### config.mk
export PLATFORM = sky130hd
export DESIGN_NAME = bcd_to_bin_seq
export DESIGN_NICKNAME = d
export VERILOG_FILES = /design/src/rtl/bcd_to_bin_seq.sv
export SDC_FILE = /design/constraint.sdc
export NUM_CORES = 1
export LEC_CHECK = 0
export BUFFER_PORTS_ARGS = -buffer_cell sky130_fd_sc_hd__buf_4
export CELL_PAD_IN_SITES_DETAIL_PLACEMENT = 1
export CELL_PAD_IN_SITES_GLOBAL_PLACEMENT = 2
export CORE_MARGIN = 2
export CORE_UTILIZATION = 35
export CTS_CLUSTER_SIZE = 25
export DETAILED_ROUTE_END_ITERATION = 12
export HOLD_SLACK_MARGIN = 0.06
export PLACE_DENSITY_LB_ADDON = 0.1
export SLEW_MARGIN = 20
export SYNTH_ARGS = -nofsm -noshare
export SYNTH_HDL_FRONTEND = slang
export SYNTH_SLANG_ARGS = --single-unit
### constraint.sdc
create_clock -name clk -period 2.4 [get_ports clk]
set_input_delay 0.6 -clock clk [delete_from_list [all_inputs] [get_ports clk]]
set_output_delay 0.6 -clock clk [all_outputs]
set_load 0.01 [all_outputs]
### src/rtl/bcd_to_bin_seq.sv
`default_nettype none
// ============================================================================
// Module   : bcd_to_bin_seq
// Converts packed BCD to binary, one digit per cycle, most significant first.
// Define BCD_DIGIT_CHECK_EN to flag (and zero) results with digits above 9.
// Revision : 1.0
// ============================================================================
module bcd_to_bin_seq #(
  parameter int NDIG = 3,
  parameter int BW   = 10
) (
  input  logic              clk,
  input  logic              rst_n,
  input  logic              in_valid,
  output logic              in_ready,
  input  logic [4*NDIG-1:0] bcd_in,
  output logic              out_valid,
  input  logic              out_ready,
  output logic [BW-1:0]     bin_out,
  output logic              err,
  output logic              busy
);

  localparam int c_cw = (NDIG > 1) ? $clog2(NDIG) : 1;
  localparam logic [c_cw-1:0] c_last = c_cw'(NDIG - 1);

  typedef enum logic [1:0] {
    IDLE = 2'd0,
    CONV = 2'd1,
    DONE = 2'd2
  } state_t;

  state_t            r_state;
  state_t            w_state_next;
  logic [4*NDIG-1:0] r_sr;
  logic [BW-1:0]     r_acc;
  logic [BW-1:0]     r_result;
  logic [BW-1:0]     w_acc_next;
  logic [c_cw-1:0]   r_cnt;
  logic [3:0]        w_digit;
  logic              w_accept;
  logic              w_last;
  logic              w_bad_result;

  assign w_digit    = r_sr[4*NDIG-1 -: 4];
  // acc*10 built from two shifts so no multiplier is inferred
  assign w_acc_next = (r_acc << 3) + (r_acc << 1) + BW'(w_digit);
  assign w_accept   = in_valid && (r_state == IDLE);
  assign w_last     = (r_state == CONV) && (r_cnt == c_last);

  assign in_ready  = (r_state == IDLE);
  assign out_valid = (r_state == DONE);
  assign busy      = (r_state != IDLE);
  assign bin_out   = r_result;

  always_ff @(posedge clk or negedge rst_n) begin
    if (!rst_n) begin
      r_state <= IDLE;
    end else begin
      r_state <= w_state_next;
    end
  end

  always_comb begin
    w_state_next = r_state;
    case (r_state)
      IDLE:    if (in_valid)  w_state_next = CONV;
      CONV:    if (w_last)    w_state_next = DONE;
      DONE:    if (out_ready) w_state_next = IDLE;
      default: w_state_next = IDLE;
    endcase
  end

  always_ff @(posedge clk or negedge rst_n) begin
    if (!rst_n) begin
      r_sr     <= '0;
      r_acc    <= '0;
      r_cnt    <= '0;
      r_result <= '0;
    end else if (w_accept) begin
      r_sr  <= bcd_in;
      r_acc <= '0;
      r_cnt <= '0;
    end else if (r_state == CONV) begin
      r_acc <= w_acc_next;
      r_sr  <= r_sr << 4;
      r_cnt <= r_cnt + c_cw'(1);
      if (w_last) begin
        r_result <= w_bad_result ? '0 : w_acc_next;
      end
    end
  end

`ifdef BCD_DIGIT_CHECK_EN
  logic r_dig_err;
  logic r_err;

  // sticky across the request, including the digit being processed now
  assign w_bad_result = r_dig_err || (w_digit > 4'd9);

  always_ff @(posedge clk or negedge rst_n) begin
    if (!rst_n) begin
      r_dig_err <= 1'b0;
      r_err     <= 1'b0;
    end else if (w_accept) begin
      r_dig_err <= 1'b0;
    end else if (r_state == CONV) begin
      r_dig_err <= w_bad_result;
      if (w_last) begin
        r_err <= w_bad_result;
      end
    end
  end

  assign err = r_err;
`else
  assign w_bad_result = 1'b0;
  assign err          = 1'b0;
`endif

endmodule
`default_nettype wire
==> qor.txt, run 1 <==
Avg Cell Area, Syn: 9.57 um2
Yosys reg bits: 35
placed cell area: 0.00220 mm2
synth top area cells: dfrtp_1 45%, ha_1 9.7%, nand2_1 7.3%
Synth Net Count: 236
f_max: 429 MHz
CTS Buffer Depth: 2
die height: 78.5 um
Startpoint Class: register
Final min period: 2.33 ns
PwrDens: 1570 mW/mm2
Placer Congestion: 0.837
Ports: 30
Worst-Margin Slew: 0.895 ns
worst-path maximum fanout: 2
Final Power: 3.69 mW
initial antenna violation count: 0
Rows: 27
Rel. slew slack: 40.3%
post-synthesis cell area: 0.00194 mm2
Final Slew Violations: 0
Post-synth EDFFs: 0
clock root buffer: clkbuf_8
Detail Route Antenna Nets: 0
Vias/cell: 5.09
nets@finish: 263
Port Buffers: 28
GR Overflow Total: 0
most numerous cell in the Yosys netlist: nand2_1
first-pass GRT wire length: 7930 um
reg2reg start: r_acc[0]$_DFFE_PN0P_
WP data arrival: 2.46 ns
Initial Utilization: 35.7%
CTS tree: built
min-delay worst type: input port to async pin
worst skew pair latency: 0.29 ns
dominant synthesized flop cell: dfrtp_1
finished layout cell area: 0.00235 mm2
Routed WL per cell: 15.3 um
total length of routed wires: 4630 um
Max VDD drop: 0.682 mV
number of global-route vias before repair: 1,582
internal power consumption: 2.07 mW
combinational share of power: 56.3%
clk sinks: 35
Register-to-Register Path Depth: 8
HPWL after DPL: 3240 um
DR vias: 1,543
Critical R2R Capture: r_acc[6]$_DFFE_PN0P_
Setup CP Type: register to register
Switching Share: 43.8%
CP endpoint kind: register
final-layout fill cell count: 642
Hold Violations, Final: 0
static leakage power: 1.14 nW
total global routing track utilization: 16.4%
outcome: finished, final reports clean
DIE AREA: 0.00616 mm2
RSZ-0062 raised after global routing: true
Max-Cap Viols: 0
Area Overhead vs Synth: 21.0%
Ys Warns: 0
cts bufs inserted: 5
pin count of the biggest net entering global routing: 36
Mapped Cells: 203
initial detailed-routing violation count: 79
top cells by count, synth: 38 x nand2_1, 35 x dfrtp_1, 19 x o21ai_0
Seq/Total Area, Yosys: 45.1%
Finish-stage setup viols: 0
post-synth top area cell: dfrtp_1
data required time at the worst endpoint: 2.53 ns
Flop pwr share: 28.7%
final period utilization: 97.2%
Distinct cells, synth: 35
n_diodes: 0
sw power: 1.62 mW
clock share of power: 15.0%
DR pass1 iterations: 4
DIE WIDTH: 78.5 um
asr flop ratio synth: 100%
layout cell share with drive strength beyond 1: 23.4%
Worst R2R Setup Slack: 0.07 ns
CORE AREA: 0.00544 mm2
H-tree depth: 2
Worst Skew: 0.00552 ns
top-area cell type share of the netlist area: 45.1%
clock transition at the registers of the reported paths: 0.07 ns
drt drc: 0
[through the flow]
stage | utilization (%) | setup slack (ns) | instances | TNS [ns] | hold slack, ns
4_1_cts | 42.7 | 0.0418 | 302 | 0 | 0.271
2_1_floorplan | - | 0.257 | 203 | 0 | 0.304
5_1_grt | 43.2 | -0.0723 | 303 | -0.133 | 0.287
3_3_place_gp | 40.5 | 0.128 | 294 | 0 | 0.462
3_5_place_dp | 40.5 | 0.0126 | 294 | 0 | 0.472
6_report | 43.2 | 0.0666 | 303 | 0 | 0.255
[how the worst max path moves through the flow]
stage	startpoint	end	cells past startpoint
finish	r_acc[0]$_DFFE_PN0P_	r_acc[6]$_DFFE_PN0P_	8
global route	r_acc[0]$_DFFE_PN0P_	r_acc[6]$_DFFE_PN0P_	8
CTS	r_acc[0]$_DFFE_PN0P_	bin_out[7]$_DFFE_PN0P_	8
detailed placement	r_acc[0]$_DFFE_PN0P_	bin_out[7]$_DFFE_PN0P_	8
global placement	r_acc[0]$_DFFE_PN0P_	r_acc[8]$_DFFE_PN0P_	8
floorplan	r_sr[11]$_DFFE_PN0P_	bin_out[8]$_DFFE_PN0P_	8
[area by class of cell]
type | count | area, um2 | share of cell area (%)
inverters | 10 | 37.5 | 1.60
flip-flops and latches | 35 | 876 | 37.3
clock buffers | 6 | 82.6 | 3.51
repair buffers | 33 | 248 | 10.5
clock inverters | 2 | 35.0 | 1.49
well taps | 72 | 90.1 | 3.83
multi-input cells | 145 | 982 | 41.8
[state kept, by name, summed over array words and instances, names as in the netlist]
name and count:
r_state 2, r_acc 9, r_cnt 2, bin_out 10, r_sr 12
[power groups by stage]
stage	sequential, mW	clock, mW	combinational [mW]
global route	1.10	0.597	2.38
floorplan	1.06	0	1.44
global placement	1.06	0	1.93
CTS	1.06	0.570	2.04
detailed placement	1.07	0	2.02
finish	1.06	0.555	2.08
[metal layers]
metal	share of wire [%]	global-route usage, %	wire (um)	vias up
li1	-	-	-	754
met5	0	0	0	-
met2	50	26.4	2300	25
met1	46	22.0	2140	759
met3	3.1	4.14	143	5
met4	1.1	4.21	51	0
[worst max-delay path, stage by stage (launching register included)]
cell and delay (ns):
dfrtp_1 0.35, inv_1 0.07, fa_1 0.50, inv_1 0.07, fa_1 0.47, a21oi_2 0.18, o21ai_0 0.14, xnor2_1 0.27
o21ai_0 0.12
[timing repair]
| action | CTS | global route |
|---|---|---|
| endpoints found under the setup margin | 1 | 6 |
| buffers inserted | 0 | 1 |
| endpoints found under the hold margin | 0 | 0 |
| resized for setup | 1 | 6 |
| pin swaps | 0 | 2 |
| hold buffers | 0 | 0 |
[cell usage in the layout, fill, tap and decap left out, drive strengths merged, types with 2 or more instances in the layout]
master / count
inv: 10
a31oi: 2
xnor2: 5
a22oi: 7
or3: 2
buf: 33
a211o: 3
nand3: 14
fa: 2
nor2: 5
nand2b: 4
o21ai: 20
clkbuf: 6
a21oi: 4
ha: 15
nor3b: 6
o31ai: 2
dfrtp: 35
nand2: 38
a211oi: 2
mux2: 4
[cell families after synthesis]
kind of cell	share of synthesized area [%]
AOI/OAI and AO/OA	15.0
other	0.193
adders and majority gates	11.7
muxes	2.32
and+or+nand+nor	18.0
DFF	45.1
buffers and inverters	5.47
xor gates and xnor gates	2.25
(Power assumes the default switching activity.)
==> run 2, diff against run 1 <==
--- a/config.mk
+++ b/config.mk
@@ -8,6 +8,7 @@
 export BUFFER_PORTS_ARGS = -buffer_cell sky130_fd_sc_hd__buf_4
 export CELL_PAD_IN_SITES_DETAIL_PLACEMENT = 1
 export CELL_PAD_IN_SITES_GLOBAL_PLACEMENT = 2
+export CORE_ASPECT_RATIO = 0.75
 export CORE_MARGIN = 2
 export CORE_UTILIZATION = 35
 export CTS_CLUSTER_SIZE = 25
@@ -18,3 +19,4 @@
 export SYNTH_ARGS = -nofsm -noshare
 export SYNTH_HDL_FRONTEND = slang
 export SYNTH_SLANG_ARGS = --single-unit
+export TNS_END_PERCENT = 50
==> run 2 against run 1 <==
Against the previous run:
- hold slack better by 0.0050 ns
- die area barely moved
- first-iteration DRC count fell by 23%
- sequential power is essentially flat
- cell count rose by 0.99%
- utilization up 0.35 points
- via count grew 1.7%
- largest cell class unchanged
- largest power group unchanged
- highest routed layer unchanged
==> qor.txt, run 2 (synthesized netlist as in run 1, its figures left out) <==
Placer Congestion: 0.789 (was 0.837)
H-tree depth: 2 (unchanged)
Hold-fix buffers, CTS: 0 (unchanged)
layout cell share with drive strength beyond 1: 22.5% (was 23.4%)
Hold Violations, Final: 0 (unchanged)
Final Power: 3.65 mW (was 3.69 mW)
DR vias: 1,570 (was 1,543)
Initial Utilization: 36.3% (was 35.7%)
CP peak stage delay: 0.50 ns (about the same)
pin count of the biggest net entering global routing: 36 (unchanged)
Ports: 30 (unchanged)
sw power: 1.65 mW (was 1.62 mW)
commonest non-fill, non-tap cell in the layout: nand2_1 (unchanged)
clk sinks: 35 (unchanged)
Top reg by flops: r_sr (unchanged)
drt drc: 0 (unchanged)
CP most frequent cell: inv_1
first-pass GRT wire length: 8300 um (was 7930 um)
Detail Route Antenna Nets: 0 (unchanged)
Rel. slew slack: 42.8% (was 40.3%)
Rows: 23 (was 27)
post-route insts no fill: 306 (was 303)
initial detailed-routing violation count: 61 (was 79)
f_max: 438 MHz (was 429 MHz)
Max-Cap Viols: 0 (unchanged)
static leakage power: 1.12 nW (was 1.14 nW)
n_diodes: 0 (unchanged)
clock root buffer: clkbuf_8 (unchanged)
total length of routed wires: 4790 um (was 4630 um)
die height: 68.5 um (was 78.5 um)
Placed Cells: 298 (was 294)
WP data arrival: 2.50 ns (was 2.46 ns)
RSZ-0062 raised after global routing: true (unchanged)
CTS tree: built (unchanged)
Vias/cell: 5.13 (was 5.09)
cts bufs inserted: 5 (unchanged)
Final Slew Violations: 0 (unchanged)
DR pass1 iterations: 4 (unchanged)
Switching Share: 45.2% (was 43.8%)
clock transition at the registers of the reported paths: 0.07 ns (about the same)
Routed WL per cell: 15.7 um (was 15.3 um)
Worst Skew: 0.00414 ns (was 0.00552 ns)
worst-path cell chain: inv_1 > fa_1 > inv_1 > ha_1 > a211oi_2 > or3_4 > a311o_1 > o211ai_2 (was inv_1 > fa_1 > inv_1 > fa_1 > a21oi_2 > o21ai_0 > xnor2_1 > o21ai_0)
final core utilization: 43.6% (was 43.2%)
CORE AREA: 0.00535 mm2 (was 0.00544 mm2)
commonest non-fill, non-tap cells in the layout: 38 x nand2_1, 35 x dfrtp_1, 33 x buf_4, 17 x o21ai_0, 15 x ha_1 (unchanged)
HPWL after DPL: 3530 um (was 3240 um)
worst-path maximum fanout: 2 (unchanged)
total global routing track utilization: 17.4% (was 16.4%)
finished layout cell area: 0.00233 mm2 (was 0.00235 mm2)
number of global-route vias before repair: 1,645 (was 1,582)
DIE WIDTH: 90.0 um (was 78.5 um)
max reg flops: 12 (unchanged)
Post-CTS Setup Repair Bufs: 0 (unchanged)
Area Overhead vs Synth: 20.0% (was 21.0%)
clock share of power: 13.0% (was 15.0%)
min-delay worst type: input port to async pin (unchanged)
Hold WS: 0.260 ns (was 0.255 ns)
Worst-Margin Slew: 0.858 ns (was 0.895 ns)
internal power consumption: 2.00 mW (was 2.07 mW)
initial antenna violation count: 0 (unchanged)
GR Overflow Total: 0 (unchanged)
outcome: finished, final reports clean (unchanged)
Startpoint Class: register (unchanged)
final-layout fill cell count: 637 (was 642)
PwrDens: 1570 mW/mm2 (about the same)
CTS Buffer Depth: 2 (unchanged)
combinational share of power: 57.7% (was 56.3%)
worst skew pair latency: 0.29 ns (about the same)
Critical-path top delay cell: fa_1 (unchanged)
final period utilization: 95.2% (was 97.2%)
placed cell area: 0.00222 mm2 (was 0.00220 mm2)
nets@finish: 263 (unchanged)
Final min period: 2.28 ns (was 2.33 ns)
Port Buffers: 28 (unchanged)
Setup CP Type: register to register (unchanged)
Finish-stage setup viols: 0 (unchanged)
CP endpoint kind: register (unchanged)
DIE AREA: 0.00617 mm2 (was 0.00616 mm2)
Flop pwr share: 29.3% (was 28.7%)
Max VDD drop: 0.575 mV (was 0.682 mV)
data required time at the worst endpoint: 2.61 ns (was 2.53 ns)
==> run 2: cell types whose count changed in the layout (fill, tap and decap cells not counted), sizes merged <==
cell    previous run  this run
bufinv             1         0
clkinv             1         0
clkbuf             6         8
==> run 2: worst max-delay path, delay by kind of cell, from the launching register on <==
| kind | cells | cell delay, ns |
|---|---|---|
| flip-flops | 1 | 0.36 |
| adder cells (fa/ha/maj) | 2 | 0.81 |
| buffers and inverters | 2 | 0.15 |
| AND/OR/NAND/NOR | 1 | 0.41 |
| AO/OA/AOI/OAI | 3 | 0.50 |
==> run 2: area by class of cell <==
class	instances	area [um2]	area share, %
clock buffers	8	100	4.29
inverters	10	37.5	1.61
multi-input cells	145	977	41.9
flip-flops and latches	35	876	37.6
well taps	75	93.8	4.02
repair buffers	33	248	10.6
==> run 2: per-layer routing <==
| layer | track usage [%] | vias up | part of all wire [%] |
|---|---|---|---|
| met5 | 0 | - | 0 |
| met4 | 6.35 | 0 | 1.9 |
| met3 | 3.48 | 10 | 3.7 |
| met2 | 27.5 | 33 | 44 |
| met1 | 24.0 | 768 | 51 |
| li1 | - | 759 | - |
==> run 2: final timing paths <==
check                                           from                      to  slack (ns)  cells past startpoint
max in group asynchronous                      rst_n  bin_out[3]$_DFFE_PN0P_        1.80                      1
worst max register to register  r_acc[0]$_DFFE_PN0P_  bin_out[9]$_DFFE_PN0P_        0.12                      8
worst min-delay path                           rst_n  r_state[1]$_DFFE_PN0P_        0.26                      1
worst min register to register   r_sr[5]$_DFFE_PN0P_     r_sr[5]$_DFFE_PN0P_        0.48                      2
min in group clk                 r_sr[5]$_DFFE_PN0P_     r_sr[5]$_DFFE_PN0P_        0.48                      2
worst max-delay path            r_acc[0]$_DFFE_PN0P_  bin_out[9]$_DFFE_PN0P_        0.12                      8
==> run 2: per-stage QoR <==
step	TNS (ns)	worst slack [ns]
after CTS	0	0.00546
after global placement	0	0.145
after floorplan	0	0.257
final	0	0.116
after detailed placement	0	0.00906
after global routing	-0.0102	-0.0102
==> run 2: timing repair <==
item / in CTS / in global routing
setup endpoints to repair: 0 / 7
endpoints found under the hold margin: 0 / 0
resized for setup: 0 / 6
==> run 2: power by group through the flow <==
stage	registers (mW)	logic [mW]	clock network (mW)
floorplan	1.06	1.44	0
global placement	1.06	1.96	0
detailed placement	1.08	2.08	0
CTS	1.07	2.09	0.499
global route	1.11	2.41	0.520
finish	1.07	2.11	0.476
